**src/rtl/data_ram_arb_pkg.sv**
```systemverilog
// Shared types and constants for the two-port data RAM arbiter.
// Imported by the arbiter top and its round-robin grant sub-module.
package data_ram_arb_pkg;

   localparam int   NUM_PORTS          = 2;
   localparam int   RAM_ADDR_W         = 8;
   localparam int   RAM_DATA_W         = 8;
   localparam logic DEFAULT_LAST_GRANT = 1'b1;

   typedef enum logic {
      IDLE,
      ACCESS
   } state_t;

   typedef logic port_id_t;

   typedef struct packed {
      logic                  we;
      logic [RAM_ADDR_W-1:0] addr;
      logic [RAM_DATA_W-1:0] wdata;
   } mem_req_t;

endpackage

```
**src/rtl/rr_arbiter2.sv**
```systemverilog
// Two-requester grant logic with a round-robin or fixed-priority policy.
// The grant is combinational; last_grant moves only when a grant is issued.
module rr_arbiter2
   import data_ram_arb_pkg::*;
(
   input  logic                 CLK,
   input  logic                 Reset,
   input  logic [NUM_PORTS-1:0] req,
   input  logic                 enable,
   input  logic                 rr_en,
   output logic [NUM_PORTS-1:0] gnt,
   output port_id_t             gnt_id
);

   port_id_t last_grant;

   // Contention: alternate under round-robin, otherwise port 0 always wins.
   always_comb begin
      gnt_id = 1'b0;
      if (req == 2'b11)
         gnt_id = rr_en ? ~last_grant : 1'b0;
      else if (req[1])
         gnt_id = 1'b1;
      gnt = '0;
      if (enable && |req)
         gnt[gnt_id] = 1'b1;
   end

   always_ff @(posedge CLK) begin
      if (Reset)
         last_grant <= DEFAULT_LAST_GRANT;
      else if (enable && |req)
         last_grant <= gnt_id;
   end

endmodule

```
**src/rtl/data_ram_arbiter.sv**
```systemverilog
// Shares the single-port data RAM between the load/store unit (port 0) and the
// test/DMA loader (port 1): one access per two cycles, registered response.
module data_ram_arbiter
   import data_ram_arb_pkg::*;
#(
   parameter int ADDR_W = RAM_ADDR_W,
   parameter int DATA_W = RAM_DATA_W,
   parameter bit RR_EN  = 1'b1
)
(
   input  logic                 CLK,
   input  logic                 Reset,
   input  logic [NUM_PORTS-1:0] req_valid,
   output logic [NUM_PORTS-1:0] req_ready,
   input  logic [NUM_PORTS-1:0] req_we,
   input  logic [ADDR_W-1:0]    req_addr0,
   input  logic [ADDR_W-1:0]    req_addr1,
   input  logic [DATA_W-1:0]    req_wdata0,
   input  logic [DATA_W-1:0]    req_wdata1,
   output logic [NUM_PORTS-1:0] rsp_valid,
   output logic [DATA_W-1:0]    rsp_rdata,
   output logic                 MemRead,
   output logic                 MemWrite,
   output logic [ADDR_W-1:0]    mem_index,
   output logic [DATA_W-1:0]    write_value,
   input  logic [DATA_W-1:0]    read_value
);

   state_t              state;
   mem_req_t            sel_req;
   port_id_t            gnt_id;
   port_id_t            lat_id;
   logic [NUM_PORTS-1:0] gnt;
   logic                arb_en;
   logic                rd_q;
   logic                wr_q;

   assign arb_en = (state == IDLE) && !Reset;

   rr_arbiter2 u_arb (
      .CLK    (CLK),
      .Reset  (Reset),
      .req    (req_valid),
      .enable (arb_en),
      .rr_en  (RR_EN),
      .gnt    (gnt),
      .gnt_id (gnt_id)
   );

   assign req_ready = gnt;

   always_comb begin
      sel_req = '{we: req_we[0], addr: req_addr0, wdata: req_wdata0};
      if (gnt_id)
         sel_req = '{we: req_we[1], addr: req_addr1, wdata: req_wdata1};
   end

   // Reset must block a RAM write already committed to the ACCESS cycle.
   assign MemRead  = rd_q && !Reset;
   assign MemWrite = wr_q && !Reset;

   always_ff @(posedge CLK) begin
      if (Reset) begin
         state       <= IDLE;
         rd_q        <= 1'b0;
         wr_q        <= 1'b0;
         lat_id      <= 1'b0;
         mem_index   <= '0;
         write_value <= '0;
         rsp_valid   <= '0;
         rsp_rdata   <= '0;
      end else begin
         rsp_valid <= '0;
         case (state)
            IDLE: begin
               if (|gnt) begin
                  mem_index   <= sel_req.addr;
                  write_value <= sel_req.wdata;
                  rd_q        <= !sel_req.we;
                  wr_q        <= sel_req.we;
                  lat_id      <= gnt_id;
                  state       <= ACCESS;
               end
            end
            ACCESS: begin
               rd_q              <= 1'b0;
               wr_q              <= 1'b0;
               rsp_valid[lat_id] <= 1'b1;
               rsp_rdata         <= rd_q ? read_value : '0;
               state             <= IDLE;
            end
            default: state <= IDLE;
         endcase
      end
   end

endmodule

```
**config.mk**
```make
export PLATFORM = sky130hd
export DESIGN_NAME = data_ram_arbiter
export DESIGN_NICKNAME = d
export VERILOG_FILES = /design/src/rtl/data_ram_arb_pkg.sv /design/src/rtl/rr_arbiter2.sv /design/src/rtl/data_ram_arbiter.sv
export SDC_FILE = /design/constraint.sdc
export NUM_CORES = 1
export LEC_CHECK = 0
export ABC_AREA = 1
export CAP_MARGIN = 20
export CORE_ASPECT_RATIO = 0.8
export CORE_MARGIN = 3
export CORE_UTILIZATION = 41
export CTS_BUF_LIST = sky130_fd_sc_hd__clkbuf_2
export DETAILED_ROUTE_END_ITERATION = 10
export GPL_TIMING_DRIVEN = 0
export HOLD_SLACK_MARGIN = 0.02
export PLACE_DENSITY = 0.93
export SLEW_MARGIN = 10
export SYNTH_ARGS = -nofsm -noshare
export SYNTH_HDL_FRONTEND = slang
export SYNTH_HIERARCHICAL = 1
export SYNTH_SLANG_ARGS = --single-unit
```
**constraint.sdc**
```tcl
create_clock -name CLK -period 2 [get_ports CLK]
set_input_delay 0.3 -clock CLK [delete_from_list [all_inputs] [get_ports CLK]]
set_output_delay 0.3 -clock CLK [all_outputs]
set_load 0.03 [all_outputs]
```
[Yosys cells after proc, flatten, opt, wreduce, memory -nomap -nowiden]
Index checks and enable logic that the tools add are counted.
W data, S select, Z words.
Cells by class
  shift-type cells: 0
  multipliers: 0
  $lt $le $gt $ge: 4
  mux-type cells: 15
  eq/ne operators: 2
  divide/modulo/power cells: 0
  bitwise operators: 2
  reductions and logical operators: 12
  $add $sub $neg: 0
Operators by type and width (number)
  $mux W17: 1
  $mux W8: 1
  $mux W1: 7
  $logic_and A1 B1 Y1: 6
  $pmux W1 S2: 3
  $reduce_or A2 Y1: 3
  $lt A1 B2 Y1 const B: 2
  $demux W1 S1: 2
  $eq A2 B2 Y1 const B: 1
  $ge A1 B1 Y1 const B: 2
  $logic_not A1 Y1: 2
  $mux W2: 1
  $ne A2 B1 Y1 const B: 1
  $not A1 Y1: 2
  $reduce_and A2 Y1: 1
Storage, ports and cells
  memory bits (read-only): 0
  input port bits: 46
  memories kept: 0
  RAM bits: 0
  latch bits: 0
  bits in registers: 31
  output and inout bits: 30
  logic and storage cells: 44

[Longest topological paths before layout]
  depth after elaboration: 10
  mapped depth: 12
  mapped depth without buffers: 12

[Modules after synthesis]
The synthesis kept the hierarchy.
By module, submodules not included
  data_ram_arbiter: sequential area each 600.6 µm², area an instance 1405.1 µm², times used 1, cells an instance 220
  rr_arbiter2: sequential area each 20.0 µm², area an instance 75.1 µm², times used 1, cells an instance 13

[Worst setup path after synthesis]
Ideal clock, no wire load.
  path type: flip-flop to flip-flop
  start: register state
  end: register lat_id
  arrival: 1567 ps
  stages on the path, launching flop included: 9
  required time: 1889 ps
  path slack: 322 ps
  path buffers: 2
  clock period less this slack: 1678 ps
  library setup time: 111 ps
  path through: dfxtp_1 buf_6 nor2_4 o21ai_2 nor2_2 o21ai_2 buf_4 o21ai_2 inv_2
On the way
  cells in the longest elaborated chain, start to end: 6
Ends and longest elaborated chain
  from (decl): RTL line data_ram_arbiter.sv:29  | state_t state;
  from (signal assigned): RTL line data_ram_arbiter.sv:64  | state <= IDLE;
  from (signal assigned): RTL line data_ram_arbiter.sv:82  | state <= ACCESS;
  from (signal assigned): RTL line data_ram_arbiter.sv:90  | state <= IDLE;
  $not A1 Y1 (no line)
  $logic_and A1 B1 Y1: RTL line data_ram_arbiter.sv:38  | assign arb_en = (state == IDLE) && !Reset;
  via arb_en: RTL line data_ram_arbiter.sv:34  | logic arb_en;
  $logic_and A1 B1 Y1: RTL line rr_arbiter2.sv:25  | if (enable && |req)
  $mux W2: RTL line rr_arbiter2.sv:25
  via req_ready[0]: RTL line data_ram_arbiter.sv:14  | output logic [NUM_PORTS-1:0] req_ready,
  $reduce_or A2 Y1: RTL line data_ram_arbiter.sv:76  | if (|gnt) begin
  $reduce_and A2 Y1 (no line)
  to (signal assigned): RTL line data_ram_arbiter.sv:81  | lat_id <= gnt_id;
  to (decl): RTL line data_ram_arbiter.sv:32  | port_id_t lat_id;
The timed path passes the listed nets, and every way through them passes these cells.
A chain may end at the register's enable or synchronous reset.

[Worst setup path in the final report]
  start: register state
  end: output port req_ready[1]
On the way
  cells in the longest elaborated chain, start to end: 4
Ends and longest elaborated chain (RTL line)
  $not A1 Y1 (no line)
  $logic_and A1 B1 Y1: data_ram_arbiter.sv:38
  via arb_en: data_ram_arbiter.sv:34
  $logic_and A1 B1 Y1: rr_arbiter2.sv:25
  $mux W2: rr_arbiter2.sv:25
  to (decl): data_ram_arbiter.sv:14
The timed path passes the listed nets, and every way through them passes these cells.

==> flow_summary.ini <==
[outcome]
status = finished, final reports clean

[setup_path]
required_ns = 1.70
r2r.worst_path.cells = 9
cp.arrival_ns = 1.55
reg2reg_slack_ns = 0.50
r2r_start = state$_SDFF_PP0_
slowest_delay_ns = 0.35
start_kind = register
crit_fanout = 10
cp_slowest_cell = dfxtp_1
criticalPathCategory = reg -> out
endpoint_kind = output pin
timing.rr.end = write_value[5]$_SDFFE_PP0P_
crit_path_cell_trace = buf_6, nor2_4, nand3_1, inv_1, clkdlybuf4s15_2

[job]
maxCapViolCount = 0

[sta]
max_freq_mhz = 539.6
fin_worst_skew_ns = 0.01043
slew_violations = 0
rsz0062_at_grt = no
finalCriticalPeriod_ns = 1.853
hold_viol_final = 0
fin_ws_ns = 0.1467
post-route-period-util_pct = 92.67
setup_viol = 0

[placement]
placed_cell_area_mm2 = 0.002281
dp_slack_ns = -0.5598
dp_hpwl_mm = 3.207
gp_congestion = 0.7448
dp_cells = 348
port_buffers = 75

[yosys]
synth_area_mm2 = 0.001480
synth_top_area_cell = dfxtp_1
yosysWarningCount = 6
ys_seq_area_share_pct = 41.93
synth_fp_nets = 279
synth_top_area_share_pct = 41.93
synth.distinct_cells = 17
postSynthAreaPerCell_um2 = 6.353
synth_area_leaders = dfxtp_1, nand2_1, nor2_1
ys_seq_elements = 31
synth_cells = 233

[cells_and_area]
final_cells = 358
areaGrowthSynthToFinish_pct = 57.14
diodes = 0
fillers = 275
drive_gt1_share_pct = 9.748
stdcell_area_mm2 = 0.002326
fin_nets = 363

[drt]
first_pass_iters = 6
via_per_inst = 4.427
wirelength_mm = 4.205
wl_per_cell_um = 11.75
drt-initial-drc-count = 88
via_count = 1585
drc = 0
ant_nets = 0

[pwr]
intPower_uw = 980.9
p_sw_share_pct = 34.07
power.net_switching_uw = 506.9
ir_drop_mv = 0.5117
seqPwrFrac_pct = 46.4
comb_power_share_pct = 33.7
cellLeakagePower_uw = 0.001186
clock_power_share_pct = 19.9
power_density_mw_per_mm2 = 639.6

[hold_path]
min_to = rsp_valid[0]$_SDFF_PP0_
hp-start = lat_id$_SDFFE_PP0P_
hold_path_depth = 1
hold_class = reg -> reg

[global_routing]
grt_usage_pct = 20.68
grt_pass1_vias = 1464
grt_overflow_total = 0
grt_max_degree = 11
grt_pass1_wl_mm = 6.727
antenna_found_initial = 0

[clock_tree]
clkLatencyLatePin_ns = 0.37
clockBufferDepth = 2
postCtsHoldBufs = 0
cts.htree.levels = 2
cts_tree = done
cts_inserted_buffers = 5
root_buffer = clkbuf_2
cts_sinks = 31
cts.reportedPaths.clkPinSlew_ns = 0.15

[die]
num_io_pins = 76
rows = 18
core_mm2 = 0.003266
die-area_mm2 = 0.004371
die_x_um = 73.18
start_util_pct = 45.33
fp.dieH_um = 59.74
-- logic make-up after synthesis --
family          Yosys count  share of synthesized area [%]
simple gates            160                          43.36
buf+inv                  37                          12.34
flops                    31                          41.93
compound gates            4                          2.113
other cells               1                         0.2533
-- cells in the mapped netlist (all sizes together) --
cell type and instances:
dfxtp 31, buf 8, conb 1, inv 29, nand2 111, nor3 1, nand3 10, o21ai 4
nor2 38
-- metrics by stage --
stage                     hold WS (ns)  util, %  total power [uW]  TNS (ns)
after floorplan                 0.3768        -             982.8         0
after detailed placement        0.4222    69.85              1203    -3.243
after CTS                       0.4434    71.42              1500         0
after global placement          0.4131    69.85              1193    -2.992
final                           0.4438    71.23              1488         0
after global routing            0.4469    71.23              1578         0
-- registers in the layout, summed over array words and instances (netlist names) --
signal and flops:
mem_index 8, rd_q 1, wr_q 1, state 1, rsp_rdata 8, lat_id 1, rsp_valid 2, write_value 8
u_arb/last_grant 1
-- timing repair --
action | in CTS | in global routing
resized for setup | 9 | 2
setup endpoints to repair | 4 | 1
pin swaps | 1 | 0
buffers inserted | 2 | 0
-- per-layer routing --
metal  vias to the layer above  GRT usage [%]  share of wire, %
met1                       679          25.15                42
met5                         -              0                 0
met4                         0          7.368               2.3
met2                        50          34.01                50
met3                         8          7.059               5.2
li1                        848              -                 -
-- cell usage in the layout (no fill, tap or decap) --
cell / synthesis / final
nor2_2: 1 / 1
nor2_4: 2 / 2
inv_4: 1 / 1
buf_2: 0 / 1
nand2_4: 1 / 1
conb_1: 1 / 1
clkdlybuf4s50_1: 0 / 70
nand2_2: 1 / 1
inv_1: 24 / 24
nor3_1: 1 / 1
clkdlybuf4s15_2: 0 / 1
nor2_1: 35 / 35
buf_4: 5 / 7
buf_6: 3 / 3
dfxtp_1: 31 / 31
nand3_1: 10 / 10
dlygate4sd2_1: 0 / 3
o21ai_1: 1 / 1
clkbuf_2: 0 / 6
o21ai_2: 3 / 3
clkinv_1: 0 / 2
inv_2: 4 / 4
nand2_1: 109 / 109
-- power by group through the flow --
| stage | Combinational (uW) | Clock (uW) | Sequential, uW |
|---|---|---|---|
| 2_1_floorplan | 201 | 0 | 781 |
| 3_3_place_gp | 492 | 0 | 701 |
| 3_5_place_dp | 499 | 0 | 704 |
| 4_1_cts | 504 | 305 | 691 |
| 5_1_grt | 552 | 330 | 696 |
| 6_report | 502 | 295 | 690 |
-- area by class of cell --
type | instances | area (um^2) | area share, %
flip-flops and latches | 31 | 620.6 | 26.68
well taps | 40 | 50.05 | 2.152
plain buffers | 8 | 71.32 | 3.066
clock inverters | 2 | 7.507 | 0.3228
clock buffers | 6 | 30.03 | 1.291
repair buffers | 77 | 758.2 | 32.60
multi-input cells | 165 | 676.9 | 29.10
inverters | 29 | 111.4 | 4.788
-- worst max-delay path, delay by kind of cell (launching register included) --
kind,cells,cell delay (ns)
DFF,1,0.35
and+or+nand+nor,2,0.27
buffers and inverters,3,0.56
-- how the worst max path moves through the flow --
| stage | startpoint | end | slack, ns |
|---|---|---|---|
| finish | state$_SDFF_PP0_ | req_ready[1] | 0.15 |
| global route | state$_SDFF_PP0_ | req_ready[1] | 0.04 |
| CTS | state$_SDFF_PP0_ | req_ready[0] | 0.12 |
| detailed placement | Reset | req_ready[0] | -0.56 |
| global placement | Reset | req_ready[0] | -0.54 |
| floorplan | state$_SDFF_PP0_ | lat_id$_SDFFE_PP0P_ | 0.32 |
(Power assumes the default switching activity.)
